`config.mk`:
```
export PLATFORM = sky130hd
export DESIGN_NAME = uart_tx_fifo
export DESIGN_NICKNAME = d
export VERILOG_FILES = /design/src/rtl/uart_pkg.sv /design/src/rtl/uart_tx_fifo_mem.sv /design/src/rtl/uart_tx_fifo.sv
export SDC_FILE = /design/constraint.sdc
export NUM_CORES = 1
export LEC_CHECK = 0
export BUFFER_PORTS_ARGS = -buffer_cell sky130_fd_sc_hd__buf_4
export CAP_MARGIN = 20
export CORE_MARGIN = 4
export CORE_UTILIZATION = 45
export CTS_BUF_LIST = sky130_fd_sc_hd__clkbuf_4 sky130_fd_sc_hd__clkbuf_8 sky130_fd_sc_hd__clkbuf_16
export CTS_CLUSTER_SIZE = 10
export DETAILED_ROUTE_END_ITERATION = 12
export GPL_TIMING_DRIVEN = 0
export PLACE_DENSITY = 0.65
export SETUP_SLACK_MARGIN = 0.05
export SYNTH_ARGS = -nofsm -noshare
export SYNTH_HDL_FRONTEND = slang
export SYNTH_SLANG_ARGS = --single-unit
```
`constraint.sdc`:
```
create_clock -name clk -period 2.7 [get_ports clk]
set_input_delay 0.27 -clock clk [delete_from_list [all_inputs] [get_ports clk]]
set_output_delay 0.27 -clock clk [all_outputs]
set_load 0.02 [all_outputs]
```
`src/rtl/uart_pkg.sv`:
```
// Shared UART definitions: TX FIFO load-FSM states and default data width.
package uart_pkg;

    localparam int unsigned UART_DATA_W = 8;

    typedef enum logic [1:0] {
        IDLE  = 2'd0,
        LOAD  = 2'd1,
        GUARD = 2'd2
    } txf_state_t;

endpackage

```
`src/rtl/uart_tx_fifo_mem.sv`:
```
// Circular storage for the UART TX FIFO: array, read/write pointers and level counter.
// push_i/pop_i arrive already qualified; flush_i overrides both.
module uart_tx_fifo_mem #(
    parameter int unsigned DATA_W = 8,
    parameter int unsigned DEPTH  = 4,
    localparam int unsigned PTR_W = $clog2(DEPTH),
    localparam int unsigned LVL_W = $clog2(DEPTH + 1)
) (
    input  logic              clk,
    input  logic              rst,
    input  logic              push_i,
    input  logic              pop_i,
    input  logic              flush_i,
    input  logic [DATA_W-1:0] wdata_i,
    output logic [DATA_W-1:0] rdata_o,
    output logic [LVL_W-1:0]  level_o,
    output logic              full_o,
    output logic              empty_o
);

    logic [DATA_W-1:0] mem_q [DEPTH];
    logic [PTR_W-1:0]  wr_ptr_q, wr_ptr_d;
    logic [PTR_W-1:0]  rd_ptr_q, rd_ptr_d;
    logic [LVL_W-1:0]  level_q, level_d;
    logic              wr_en;

    assign wr_en = push_i && !flush_i;

    // Storage has no reset; nothing is read out before it has been written.
    always_ff @(posedge clk) begin
        if (wr_en) begin
            mem_q[wr_ptr_q] <= wdata_i;
        end
    end

    always_comb begin
        wr_ptr_d = wr_ptr_q;
        rd_ptr_d = rd_ptr_q;
        level_d  = level_q;
        if (flush_i) begin
            wr_ptr_d = '0;
            rd_ptr_d = '0;
            level_d  = '0;
        end else begin
            if (push_i) begin
                wr_ptr_d = wr_ptr_q + PTR_W'(1);
            end
            if (pop_i) begin
                rd_ptr_d = rd_ptr_q + PTR_W'(1);
            end
            if (push_i && !pop_i) begin
                level_d = level_q + LVL_W'(1);
            end else if (pop_i && !push_i) begin
                level_d = level_q - LVL_W'(1);
            end
        end
    end

    always_ff @(posedge clk) begin
        if (rst) begin
            wr_ptr_q <= '0;
            rd_ptr_q <= '0;
            level_q  <= '0;
        end else begin
            wr_ptr_q <= wr_ptr_d;
            rd_ptr_q <= rd_ptr_d;
            level_q  <= level_d;
        end
    end

    assign rdata_o = mem_q[rd_ptr_q];
    assign level_o = level_q;
    assign full_o  = (level_q == LVL_W'(DEPTH));
    assign empty_o = (level_q == '0);

endmodule

```
`src/rtl/uart_tx_fifo.sv`:
```
// UART transmit buffer: FIFO plus IDLE/LOAD/GUARD load FSM strobing words into the TX shift register.
// Define UART_TX_FIFO_OVF_EN to build the sticky overflow flag; otherwise overflow reads 0.
module uart_tx_fifo
    import uart_pkg::*;
#(
    parameter int unsigned DATA_W   = UART_DATA_W,
    parameter int unsigned DEPTH    = 4,
    parameter int unsigned AFULL_TH = DEPTH - 1,
    localparam int unsigned LVL_W   = $clog2(DEPTH + 1)
) (
    input  logic              clk,
    input  logic              rst,
    input  logic              in_ready,
    input  logic [DATA_W-1:0] in,
    input  logic              flush,
    input  logic              sr_empty,
    input  logic              ovf_clr,
    output logic [DATA_W-1:0] out,
    output logic              out_ready,
    output logic              fifo_full,
    output logic              fifo_afull,
    output logic              fifo_empty,
    output logic [LVL_W-1:0]  level,
    output logic              overflow
);

    txf_state_t        state_q, state_d;
    logic [DATA_W-1:0] out_q, out_d;
    logic [DATA_W-1:0] rdata;
    logic              pop_c;
    logic              push_c;
    logic              drop_c;

    // A pop in the same cycle frees a slot, so a full FIFO still accepts the push.
    assign push_c = in_ready && (!fifo_full || pop_c);
    assign drop_c = in_ready && fifo_full && !pop_c && !flush;

    uart_tx_fifo_mem #(
        .DATA_W (DATA_W),
        .DEPTH  (DEPTH)
    ) u_mem (
        .clk     (clk),
        .rst     (rst),
        .push_i  (push_c),
        .pop_i   (pop_c),
        .flush_i (flush),
        .wdata_i (in),
        .rdata_o (rdata),
        .level_o (level),
        .full_o  (fifo_full),
        .empty_o (fifo_empty)
    );

    always_comb begin
        state_d = state_q;
        out_d   = out_q;
        pop_c   = 1'b0;
        case (state_q)
            IDLE: begin
                if (!flush && !fifo_empty && sr_empty) begin
                    state_d = LOAD;
                    out_d   = rdata;
                end
            end
            LOAD: begin
                pop_c   = 1'b1;
                state_d = GUARD;
            end
            GUARD:   state_d = IDLE;
            default: state_d = IDLE;
        endcase
        if (flush) begin
            state_d = IDLE;
        end
    end

    always_ff @(posedge clk) begin
        if (rst) begin
            state_q <= IDLE;
            out_q   <= '0;
        end else begin
            state_q <= state_d;
            out_q   <= out_d;
        end
    end

    assign out        = out_q;
    assign out_ready  = (state_q == LOAD);
    assign fifo_afull = (level >= LVL_W'(AFULL_TH));

`ifdef UART_TX_FIFO_OVF_EN
    logic ovf_q, ovf_d;

    // Set wins over clear when both happen in the same cycle.
    always_comb begin
        ovf_d = ovf_q;
        if (ovf_clr) begin
            ovf_d = 1'b0;
        end
        if (drop_c) begin
            ovf_d = 1'b1;
        end
    end

    always_ff @(posedge clk) begin
        if (rst) begin
            ovf_q <= 1'b0;
        end else begin
            ovf_q <= ovf_d;
        end
    end

    assign overflow = ovf_q;
`else
    logic ovf_unused;

    assign ovf_unused = ovf_clr | drop_c;
    assign overflow   = 1'b0;
`endif

endmodule

```
==> flow_summary.json <==
{
  "max-vdd-ir-drop_mv": 0.411,
  "start_util_pct": 47.3,
  "final-seq-area_um2": 1300,
  "dieArea_um2": 5790,
  "num_vias": 1174,
  "synth_top_area_share_pct": 46.1,
  "clk_pin_slew_ps": 90,
  "synth_seq_cells": 49,
  "whs_path_depth": 1,
  "vias_per_cell": 5.19,
  "yosys.area.top_type": "edfxtp_1",
  "critical_path_arrival_ps": 2590,
  "p_leak_nw": 0.911,
  "rsz0062_at_grt": "no",
  "critPathRequiredTime_ps": 2930,
  "clock_path_buffers": 2,
  "fmax_mhz": 422,
  "yosys-top-cells-count": "edfxtp_1, dfxtp_1, a21oi_1, nand3_1, o21ai_2",
  "drc": 0,
  "worstSetupPathType": "flip-flop to flip-flop",
  "drt-total-wl_um": 3480,
  "post-route-period-util_pct": 87.7,
  "drtIter0Drc": 78,
  "clk_latency_ps": 290,
  "grt-ovfl-total": 0,
  "place_congestion": 0.716,
  "antenna_found_initial": 0,
  "hold_viol_final": 0,
  "core-area_um2": 4410,
  "synthCells": 136,
  "outcome": "finished clean",
  "fin_hold_ws_ps": 172,
  "die_h_um": 76.1,
  "fin_cells": 226,
  "cts_resized": 0,
  "cts_tree": "yes",
  "die_w_um": 76.1,
  "grt_util_all_layers_pct": 13.2,
  "cp_max_fo": 5,
  "start_kind": "flip-flop",
  "htreeDepth": 2,
  "drv_cap": 0,
  "ant_nets": 0,
  "critPathSlowestCell": "dfxtp_1",
  "yosysMostFrequentCell": "edfxtp_1",
  "ys_types": 34,
  "synth.yosys.seq_area_share_pct": 62.4,
  "place_inst": 218,
  "rows": 24,
  "post-cts-setup-buffers": 0,
  "rr_worst_depth": 10,
  "syn_nets": 156,
  "path_cells": "and2b_1, inv_2, a21bo_2, inv_2, ha_1, inv_1, fa_1, xor2_1, or3_1, a21oi_1",
  "slew_viol_final": 0,
  "total_power_mw": 1.41,
  "fillers": 371,
  "multi_input_area_um2": 687,
  "fin_util_pct": 55.9,
  "drive_above_1_share_pct": 34.5,
  "root_buffer": "clkbuf_8",
  "port_buffers": 26,
  "finalSetupViolCount": 0,
  "wl_per_cell_um": 15.4,
  "endpoint_kind": "flip-flop",
  "cts_hold_buf": 0,
  "first_global_vias": 1198,
  "synth_area_leaders": "edfxtp_1, dfxtp_1, mux4_1",
  "cp_slowest_stage_delay_ps": 430,
  "fin_skew_ps": 7.82,
  "dp_hpwl_um": 2710,
  "dr.pass1.iters": 4,
  "area_growth_pct": 18.3,
  "ys.warnings.count": 0,
  "cts_made_buffers": 5,
  "tightest_slew_ps": 842,
  "grt_max_degree": 16,
  "ys.flop_type": "edfxtp_1",
  "async_flop_share_pct": 0,
  "fin_crit_ps": 2370,
  "clock-sinks": 49,
  "diodes": 0,
  "pin_count": 30,
  "min_path_type": "input port to flip-flop",
  "tns_ps": 0,
  "syn_area_um2": 2090,
  "grt_pass1_wl_um": 6000,
  "finalNetCount": 193,
  "cp_common_cell": "inv_2",
  "avgSynthCellArea_um2": 15.3,
  "max-slew-margin-rel_pct": 43.7,
  "synth_edf_count": 32,
  "power_density_nw_per_um2": 570
}
[worst paths after layout]
check	from	end	slack (ps)
setup / recovery	state_q[0]	u_mem.level_o[2]	330
setup reg to reg	state_q[0]	u_mem.level_o[2]	330
hold / removal	in[3]	u_mem.mem_q[3][3]	170
hold reg to reg	out[7]	out[7]	460
[stage by stage]
stage | cell area [um^2] | setup slack [ps]
2_1_floorplan | 2090 | 269
3_3_place_gp | 2350 | 243
3_5_place_dp | 2380 | 351
4_1_cts | 2470 | 325
5_1_grt | 2470 | 210
6_report | 2470 | 333
[sequential cells by signal (all words and copies together), names as in the netlist]
register	flops
u_mem.level_o	3
u_mem.mem_q	32
u_mem.wr_ptr_q	2
state_q	2
u_mem.rd_ptr_q	2
out	8
[cell usage in the layout, fill, tap and decap left out, types with 3 or more instances in the layout]
cell type	count
dfxtp_1	17
nor3b_1	5
buf_4	31
edfxtp_1	32
clkbuf_8	7
nand3_1	8
ha_1	5
mux4_1	7
a21oi_1	9
nor2_1	6
inv_1	3
o21ai_2	8
mux2i_1	3
xor2_1	3
nand2_1	4
[cell type report]
class	instances	area share [%]
inverters	6	1.12
clock inverters	2	0.609
multi-input cells	73	27.8
flip-flops and latches	49	52.7
repair buffers	30	9.13
clock buffers	6	3.09
well taps	52	2.64
plain buffers	8	2.84
[kinds of logic (layout without fill, tap and decap cells)]
logic type	count (synthesis)	after routing	share of synthesized area, %
AOI/OAI and AO/OA	20	20	6.60
and+or+nand+nor	31	31	9.18
muxes	11	11	11.3
DFF	49	49	62.4
buffers and inverters	14	52	4.68
adders and majority gates	6	6	3.96
other	1	1	0.180
xor gates and xnor gates	4	4	1.68
[critical path: cells and delay by family, from the launching register on]
family / cells / cell delay [ps]
AND/OR/NAND/NOR: 2 / 560
buffers and inverters: 3 / 210
AO/OA/AOI/OAI: 2 / 390
adder cells (fa/ha/maj): 2 / 550
flip-flops: 1 / 430
XOR/XNOR: 1 / 150
[routing by layer]
layer / vias to the layer above / share of wire, % / global-route usage [%]
met5: - / 0 / 0
met4: 0 / 1.5 / 5.24
met3: 5 / 5.2 / 4.02
met2: 26 / 53 / 22.3
met1: 565 / 40 / 15.6
li1: 578 / - / -
[power by group]
group          internal, mW  switching, mW
Combinational        0.0683         0.0834
Sequential            0.815         0.0112
Clock                 0.193          0.236
Total                  1.08          0.330
Power figures use the tool's default switching activity.
